==> config.mk <==
export PLATFORM = sky130hd
export DESIGN_NAME = rnds_dispatch_buffer
export DESIGN_NICKNAME = d
export VERILOG_FILES = /design/src/rtl/rnds_dispatch_buffer_pkg.sv /design/src/rtl/rnds_dispatch_buffer_credit_counter.sv /design/src/rtl/rnds_dispatch_buffer.sv
export SDC_FILE = /design/constraint.sdc
export NUM_CORES = 2
export LEC_CHECK = 0
export ABC_AREA = 1
export CAP_MARGIN = 15
export CORE_UTILIZATION = 55
export CTS_CLUSTER_SIZE = 8
export DETAILED_ROUTE_END_ITERATION = 6
export PLACE_DENSITY_LB_ADDON = 0.15
export SLEW_MARGIN = 20
export SYNTH_ARGS = -nofsm -noshare
export SYNTH_HDL_FRONTEND = slang
export SYNTH_SLANG_ARGS = --single-unit
==> constraint.sdc <==
create_clock -name clk -period 4.7 [get_ports clk]
set_input_delay 0.47 -clock clk [delete_from_list [all_inputs] [get_ports clk]]
set_output_delay 0.47 -clock clk [all_outputs]
set_load 0.02 [all_outputs]
==> src/rtl/rnds_dispatch_buffer_pkg.sv <==
// Purpose:      shared defaults and types for the rename-to-IQ dispatch buffer.
// Latency:      n/a (types and constants only).
// Backpressure: n/a.
package rnds_dispatch_buffer_pkg;

    localparam int DISP_WIDTH_DEF = 2;
    localparam int NUM_IQ_DEF     = 2;
    localparam int IQ_DEPTH_DEF   = 8;
    localparam int BUF_DEPTH_DEF  = 8;
    localparam int PACK_W_DEF     = 64;
    localparam int IQ_SEL_W_DEF   = $clog2(NUM_IQ_DEF);

    typedef enum logic [IQ_SEL_W_DEF-1:0] {
        IQ_INT = IQ_SEL_W_DEF'(0),
        IQ_MEM = IQ_SEL_W_DEF'(1)
    } iq_sel_t;

    typedef struct packed {
        logic [PACK_W_DEF-1:0] payload;
        iq_sel_t               iq_sel;
    } dispatch_slot_t;

endpackage

==> src/rtl/rnds_dispatch_buffer_credit_counter.sv <==
// Purpose:      free-entry credit counter for one issue queue.
// Latency:      1 cycle; dispatch and release both land in the next-cycle value.
// Backpressure: none; the counter is what the dispatcher uses to throttle itself.
// Ports: clk/rst (sync, active high), flush (restore to IQ_DEPTH),
//        disp_cnt (lanes dispatched to this IQ), rel_cnt (entries freed), credit (current value).
module rnds_dispatch_buffer_credit_counter
    import rnds_dispatch_buffer_pkg::*;
#(
    parameter int IQ_DEPTH = IQ_DEPTH_DEF,
    parameter int CNT_W    = 2,
    parameter int CRED_W   = 4
) (
    input  logic              clk,
    input  logic              rst,
    input  logic              flush,
    input  logic [CNT_W-1:0]  disp_cnt,
    input  logic [CNT_W-1:0]  rel_cnt,
    output logic [CRED_W-1:0] credit
);

    logic [CRED_W-1:0] credit_q, credit_d;

    always_comb begin
        if (flush) begin
            credit_d = CRED_W'(IQ_DEPTH);
        end else begin
            credit_d = credit_q - CRED_W'(disp_cnt) + CRED_W'(rel_cnt);
        end
    end

    always_ff @(posedge clk) begin
        if (rst) begin
            credit_q <= CRED_W'(IQ_DEPTH);
        end else begin
            credit_q <= credit_d;
            // The IQ can never free more entries than it has handed out.
            if (!flush) begin
                assert (int'(credit_q) - int'(disp_cnt) + int'(rel_cnt) <= IQ_DEPTH);
            end
        end
    end

    assign credit = credit_q;

endmodule

==> src/rtl/rnds_dispatch_buffer.sv <==
// Purpose:      N-wide in-order circular buffer from rename to the issue queues.
// Latency:      1 cycle enqueue-to-dispatch; dispatch is combinational from registered state.
// Backpressure: enq_ready needs DISP_WIDTH free slots; dispatch gated by IQ credits and rob_avail.
// Ports: enq_* (prefix-valid group in), deq_* (prefix-valid dispatch out, also ROB alloc),
//        rob_avail, iq_release (per-IQ frees), iq_credit (debug), buf_count (occupancy), flush.
module rnds_dispatch_buffer
    import rnds_dispatch_buffer_pkg::*;
#(
    parameter  int DISP_WIDTH = DISP_WIDTH_DEF,
    parameter  int NUM_IQ     = NUM_IQ_DEF,
    parameter  int IQ_DEPTH   = IQ_DEPTH_DEF,
    parameter  int BUF_DEPTH  = BUF_DEPTH_DEF,
    parameter  int PACK_W     = PACK_W_DEF,
    localparam int IQ_SEL_W   = $clog2(NUM_IQ),
    localparam int CNT_W      = $clog2(DISP_WIDTH + 1),
    localparam int CRED_W     = $clog2(IQ_DEPTH + 1),
    localparam int BCNT_W     = $clog2(BUF_DEPTH + 1)
) (
    input  logic                           clk,
    input  logic                           rst,
    input  logic                           flush,
    input  logic [DISP_WIDTH-1:0]          enq_valid,
    input  logic [DISP_WIDTH*PACK_W-1:0]   enq_pack,
    input  logic [DISP_WIDTH*IQ_SEL_W-1:0] enq_iq_sel,
    output logic                           enq_ready,
    input  logic [CNT_W-1:0]               rob_avail,
    input  logic [NUM_IQ*CNT_W-1:0]        iq_release,
    output logic [DISP_WIDTH-1:0]          deq_valid,
    output logic [DISP_WIDTH*PACK_W-1:0]   deq_pack,
    output logic [DISP_WIDTH*IQ_SEL_W-1:0] deq_iq_sel,
    output logic [NUM_IQ*CRED_W-1:0]       iq_credit,
    output logic [BCNT_W-1:0]              buf_count
);

    localparam int PTR_W = $clog2(BUF_DEPTH);

    logic [PACK_W-1:0]   pack_q [BUF_DEPTH];
    logic [PACK_W-1:0]   pack_d [BUF_DEPTH];
    logic [IQ_SEL_W-1:0] sel_q  [BUF_DEPTH];
    logic [IQ_SEL_W-1:0] sel_d  [BUF_DEPTH];
    logic [PTR_W-1:0]    head_q, head_d, tail_q, tail_d;
    logic [BCNT_W-1:0]   buf_count_q, buf_count_d;

    logic [CRED_W-1:0]   credit   [NUM_IQ];
    logic [CNT_W-1:0]    disp_cnt [NUM_IQ];
    logic [CNT_W-1:0]    rel_cnt  [NUM_IQ];
    logic [CNT_W-1:0]    enq_n, deq_n;
    logic                kill, do_enq;

    // Reset mid-run behaves as a flush for the combinational side.
    assign kill      = rst | flush;
    assign enq_ready = (int'(BUF_DEPTH) - int'(buf_count_q)) >= DISP_WIDTH;
    assign do_enq    = enq_ready & ~kill;
    assign buf_count = buf_count_q;

    // In-order dispatch: the first lane that fails any gate blocks every younger lane.
    // Credit is consumed lane by lane, so two lanes to one IQ need two credits.
    always_comb begin
        logic                blocked;
        logic [PTR_W-1:0]    idx;
        logic [IQ_SEL_W-1:0] s;
        deq_valid  = '0;
        deq_pack   = '0;
        deq_iq_sel = '0;
        deq_n      = '0;
        for (int k = 0; k < NUM_IQ; k++) begin
            disp_cnt[k] = '0;
        end
        blocked = kill;
        idx     = head_q;
        s       = '0;
        for (int i = 0; i < DISP_WIDTH; i++) begin
            idx = head_q + PTR_W'(i);
            s   = sel_q[idx];
            if (!blocked && (i < int'(buf_count_q)) && (i < int'(rob_avail)) &&
                (int'(credit[s]) > int'(disp_cnt[s]))) begin
                deq_valid[i]                          = 1'b1;
                deq_pack[i*PACK_W +: PACK_W]          = pack_q[idx];
                deq_iq_sel[i*IQ_SEL_W +: IQ_SEL_W]    = s;
                disp_cnt[s]                           = disp_cnt[s] + CNT_W'(1);
                deq_n                                 = deq_n + CNT_W'(1);
            end else begin
                blocked = 1'b1;
            end
        end
    end

    // Valid lanes form a prefix, so lane i always lands at tail+i.
    always_comb begin
        pack_d = pack_q;
        sel_d  = sel_q;
        enq_n  = '0;
        for (int i = 0; i < DISP_WIDTH; i++) begin
            if (do_enq && enq_valid[i]) begin
                pack_d[tail_q + PTR_W'(i)] = enq_pack[i*PACK_W +: PACK_W];
                sel_d[tail_q + PTR_W'(i)]  = enq_iq_sel[i*IQ_SEL_W +: IQ_SEL_W];
                enq_n                      = enq_n + CNT_W'(1);
            end
        end
    end

    always_comb begin
        if (kill) begin
            head_d      = '0;
            tail_d      = '0;
            buf_count_d = '0;
        end else begin
            head_d      = head_q + PTR_W'(deq_n);
            tail_d      = tail_q + PTR_W'(enq_n);
            buf_count_d = buf_count_q + BCNT_W'(enq_n) - BCNT_W'(deq_n);
        end
    end

    always_ff @(posedge clk) begin
        if (rst) begin
            head_q      <= '0;
            tail_q      <= '0;
            buf_count_q <= '0;
            for (int j = 0; j < BUF_DEPTH; j++) begin
                pack_q[j] <= '0;
                sel_q[j]  <= '0;
            end
        end else begin
            head_q      <= head_d;
            tail_q      <= tail_d;
            buf_count_q <= buf_count_d;
            pack_q      <= pack_d;
            sel_q       <= sel_d;
        end
    end

    for (genvar k = 0; k < NUM_IQ; k++) begin : g_cred
        assign rel_cnt[k] = iq_release[k*CNT_W +: CNT_W];

        rnds_dispatch_buffer_credit_counter #(
            .IQ_DEPTH (IQ_DEPTH),
            .CNT_W    (CNT_W),
            .CRED_W   (CRED_W)
        ) u_credit (
            .clk      (clk),
            .rst      (rst),
            .flush    (flush),
            .disp_cnt (disp_cnt[k]),
            .rel_cnt  (rel_cnt[k]),
            .credit   (credit[k])
        );

        assign iq_credit[k*CRED_W +: CRED_W] = credit[k];
    end

    // Interface legality checks on upstream/downstream behaviour.
    always_ff @(posedge clk) begin
        if (!rst) begin
            assert ((enq_valid & (enq_valid + DISP_WIDTH'(1))) == '0);
            assert (int'(rob_avail) <= DISP_WIDTH);
            assert (int'(buf_count_q) <= BUF_DEPTH);
            for (int k = 0; k < NUM_IQ; k++) begin
                assert (int'(rel_cnt[k]) <= DISP_WIDTH);
            end
        end
    end

endmodule

==> impl_metrics.prom <==
# TYPE chip_impl_metric gauge
chip_impl_metric{name="core.rowCount",unit=""} 100
chip_impl_metric{name="synthXorXnorAreaFrac",unit=""} 0.00254
chip_impl_metric{name="cts_bufs_inserted",unit=""} 77
chip_impl_metric{name="power_frac_clock",unit=""} 0.441
chip_impl_metric{name="synthCells",unit=""} 7837
chip_impl_metric{name="die_area",unit="um^2"} 76300
chip_impl_metric{name="clock_skew",unit="ps"} 23.2
chip_impl_info{name="synth_top_family_by_area",value="simple AND/OR/NAND/NOR gates"} 1
chip_impl_metric{name="report.final.setup_viol",unit=""} 0
chip_impl_metric{name="io_pins",unit=""} 286
chip_impl_metric{name="cts_num_sinks",unit=""} 538
chip_impl_metric{name="yosys-mux-area-fraction",unit=""} 0
chip_impl_metric{name="hold_violations",unit=""} 0
chip_impl_metric{name="worst-path-buf-inv",unit=""} 3
chip_impl_metric{name="overall_fraction_of_global_route_tracks_in_use",unit=""} 0.376
chip_impl_metric{name="yosys_warnings",unit=""} 0
chip_impl_metric{name="mappedNetlistNets",unit=""} 8009
chip_impl_metric{name="worst_skew_pair.late_latency",unit="ps"} 630
chip_impl_metric{name="ys_seq_elements",unit=""} 538
chip_impl_metric{name="routed_via_count",unit=""} 48800
chip_impl_metric{name="required_time_worst_endpoint",unit="ps"} 4230
chip_impl_metric{name="synth-edff-count",unit=""} 0
chip_impl_info{name="worst_path_max_delay_cell",value="buf_4"} 1
chip_impl_metric{name="clock.fmax",unit="MHz"} 220
chip_impl_metric{name="post_drt_via_cell_ratio",unit=""} 5.64
chip_impl_metric{name="grt-ovfl-total",unit=""} 0
chip_impl_metric{name="slew_headroom",unit=""} 0.177
chip_impl_info{name="critical_path.top_delay_family",value="buffers and inverters"} 1
chip_impl_info{name="crit_path_start",value="head_q[1]"} 1
chip_impl_info{name="final_cell_mix",value="nand2_1, nor2_1, o21ai_0"} 1
chip_impl_metric{name="synth_sequential_area_ratio",unit=""} 0.260
chip_impl_metric{name="worst_ir_drop_vdd",unit="mV"} 0.238
chip_impl_metric{name="final_critical_path_setup_slack",unit="ps"} 152
chip_impl_metric{name="powerDensity",unit="nW/um^2"} 255
chip_impl_metric{name="intPower",unit="mW"} 8.27
chip_impl_metric{name="cap_violations",unit=""} 0
chip_impl_metric{name="avgSynthCellArea",unit="um^2"} 5.28
chip_impl_metric{name="place.port_buffers",unit=""} 285
chip_impl_metric{name="async_set_or_reset_flop_fraction_in_the_synthesized_netlist",unit=""} 0
chip_impl_info{name="holdCritPathClass",value="primary input to flop"} 1
chip_impl_metric{name="dpl-instance-area",unit="um^2"} 44000
chip_impl_metric{name="detail_route.iter0.violations",unit=""} 6369
chip_impl_metric{name="detailedPlace.worstSlack",unit="ps"} 225
chip_impl_metric{name="post_route_cells_drive_above_1_share",unit=""} 0.0269
chip_impl_metric{name="place_congestion",unit=""} 0.851
chip_impl_metric{name="pin_count_of_the_biggest_net_entering_global_routing",unit=""} 322
chip_impl_metric{name="post_synth_num_cell_types",unit=""} 32
chip_impl_metric{name="postRouteWirelength",unit="um"} 149000
chip_impl_metric{name="grt_pass1_wl",unit="um"} 233000
chip_impl_info{name="worst_setup_path_start_kind",value="flop"} 1
chip_impl_metric{name="critical_path.max_fanout",unit=""} 50
chip_impl_metric{name="timing.final.crit_share",unit=""} 0.968
chip_impl_info{name="cp-end-kind",value="output pin"} 1
chip_impl_info{name="main_synth_ff_type",value="dfxtp_1"} 1
chip_impl_metric{name="drt_first_pass_iters",unit=""} 6
chip_impl_metric{name="clock_input_transition_at_the_sequential_cells_of_the_worst_setup_and_hold_paths",unit="ps"} 60
chip_impl_metric{name="die-width",unit="um"} 276
chip_impl_metric{name="h_tree_depth",unit=""} 3
chip_impl_metric{name="tightest_slew",unit="ps"} 1230
chip_impl_metric{name="p_leak",unit="nW"} 19.8
chip_impl_info{name="critical_path_class",value="flop to output pin"} 1
chip_impl_metric{name="power_switching_share",unit=""} 0.296
chip_impl_metric{name="total_power",unit="mW"} 11.7
chip_impl_info{name="tritoncts",value="yes"} 1
chip_impl_metric{name="postCtsHoldBufs",unit=""} 0
chip_impl_metric{name="period_needed",unit="ps"} 4550
chip_impl_info{name="min_from",value="enq_pack[57]"} 1
chip_impl_metric{name="power.share.sequential",unit=""} 0.406
chip_impl_metric{name="route.detailed.wl_per_inst",unit="um"} 17.2
chip_impl_info{name="cts-root-buf",value="clkbuf_16"} 1
chip_impl_metric{name="diodes",unit=""} 0
chip_impl_metric{name="fp.dieH",unit="um"} 276
chip_impl_metric{name="adder_cell_share_of_the_synthesized_area",unit=""} 0.0108
chip_impl_metric{name="critPathArrivalTime",unit="ps"} 4080
chip_impl_metric{name="ctsLongestPathBuffers",unit=""} 3
chip_impl_info{name="cells_along_the_critical_path",value="ha_4 > buf_4 > buf_6 > o211ai_1 > a31oi_1 > nor2_1 > clkdlybuf4s50_1"} 1
chip_impl_metric{name="remaining_drc_errors",unit=""} 0
chip_impl_metric{name="timing.final.max_slew_violations",unit=""} 0
chip_impl_metric{name="synth_simple_gate_area_frac",unit=""} 0.450
chip_impl_metric{name="syn2layout_area_growth",unit="%"} 11.4
chip_impl_metric{name="dpl.hpwl",unit="um"} 82000
chip_impl_metric{name="final_net_count",unit=""} 7856
chip_impl_info{name="crit-reg2reg-launch",value="head_q[1]"} 1
chip_impl_metric{name="worst_path_largest_cell_delay",unit="ps"} 630
chip_impl_metric{name="core_region_area",unit="um^2"} 74400
chip_impl_metric{name="power_frac_comb",unit=""} 0.153
chip_impl_metric{name="floorplan.initialDensity",unit=""} 0.556
chip_impl_metric{name="netSwitchingPower",unit="mW"} 3.47
chip_impl_metric{name="syn-cell-area",unit="um^2"} 41400
chip_impl_metric{name="synth-compound-area-share",unit=""} 0.177
chip_impl_metric{name="vias_in_the_first_global_route",unit=""} 42300
chip_impl_metric{name="final_design_area_no_fill",unit="um^2"} 46100
chip_impl_info{name="mostFrequentLayoutCell",value="nand2_1"} 1
chip_impl_info{name="run_status",value="finished clean"} 1
chip_impl_metric{name="antenna_found_initial",unit=""} 1
chip_impl_metric{name="postRouteAntennaNets",unit=""} 0
## tightest hold or removal path: cells and delay by family
family / cells / cell delay [ps]
buffers and inverters: 1 / 420
and+or+nand+nor: 4 / 230
## synth_stat cells, drive strengths merged (64+ instances only)
library cell  number  area (um^2)
a31oi             64          400
a221oi            64          561
nand2           3463        13000
clkbuf           332         1250
buf              267         1380
nand3             92          465
o211ai            64          480
a21oi            328         1640
o21ai            845         4230
inv              392         1470
dfxtp            538        10800
nor2            1332         5010
## cell type report
| class | count | area [um^2] |
|---|---|---|
| well taps | 969 | 1210 |
| multi-input cells | 6308 | 26700 |
| flip-flops and latches | 538 | 10800 |
| clock inverters | 6 | 73.8 |
| clock buffers | 82 | 1990 |
| repair buffers | 367 | 3850 |
| fillers | 7347 | 28400 |
| inverters | 392 | 1510 |
## metal layers
metal  vias up  wire length (um)  global-route usage
met3       437             16300              0.0568
met5         -                 0                   0
met1     21600             61800               0.504
met2      2663             64800               0.596
met4         0              6230               0.166
li1      24100                 -                   -
## per-stage QoR
step | instances | hold WS (ps) | util | TNS, ps
2_1_floorplan | 7837 | 545 | - | 0
3_3_place_gp | 8573 | 563 | 0.591 | 0
3_5_place_dp | 8573 | 563 | 0.591 | 0
4_1_cts | 8660 | 522 | 0.618 | 0
5_1_grt | 8662 | 602 | 0.619 | -9.98
6_report | 8662 | 550 | 0.619 | 0
## power by group through the flow
stage | registers (mW) | logic, mW | clock network, mW
2_1_floorplan | 4.84 | 1.16 | 0
3_3_place_gp | 4.85 | 1.74 | 0
3_5_place_dp | 4.86 | 1.75 | 0
4_1_cts | 4.76 | 1.76 | 5.20
5_1_grt | 4.78 | 1.97 | 5.37
6_report | 4.77 | 1.80 | 5.18
## final timing paths
kind,end,slack (ps),cells after the start
setup / recovery,deq_pack[93],150,7
hold / removal,pack_q[377],550,5
setup reg to reg,g_cred[1].u_credit.credit[2],610,23
hold reg to reg,sel_q[5],580,4
## flip-flops by register name, summed over array words and instances, names as in the netlist
name and count:
buf_count 4, g_cred.u_credit.credit 8, head_q 3, pack_q 512, sel_q 8, tail_q 3
## cell families (layout without fill, tap and decap cells)
family	after synthesis	after routing
adders and majority gates	31	31
AOI/OAI and AO/OA	1366	1366
and+or+nand+nor	4899	4899
xor gates and xnor gates	12	12
DFF	538	538
buffers and inverters	991	847
## repair_timing
| action | CTS | global route |
|---|---|---|
| resized for setup | 0 | 9 |
| setup endpoints to repair | 6 | 57 |
| pin swaps | 0 | 1 |
| buffers inserted | 0 | 1 |
Note: power is estimated with default switching activity, not from simulation.
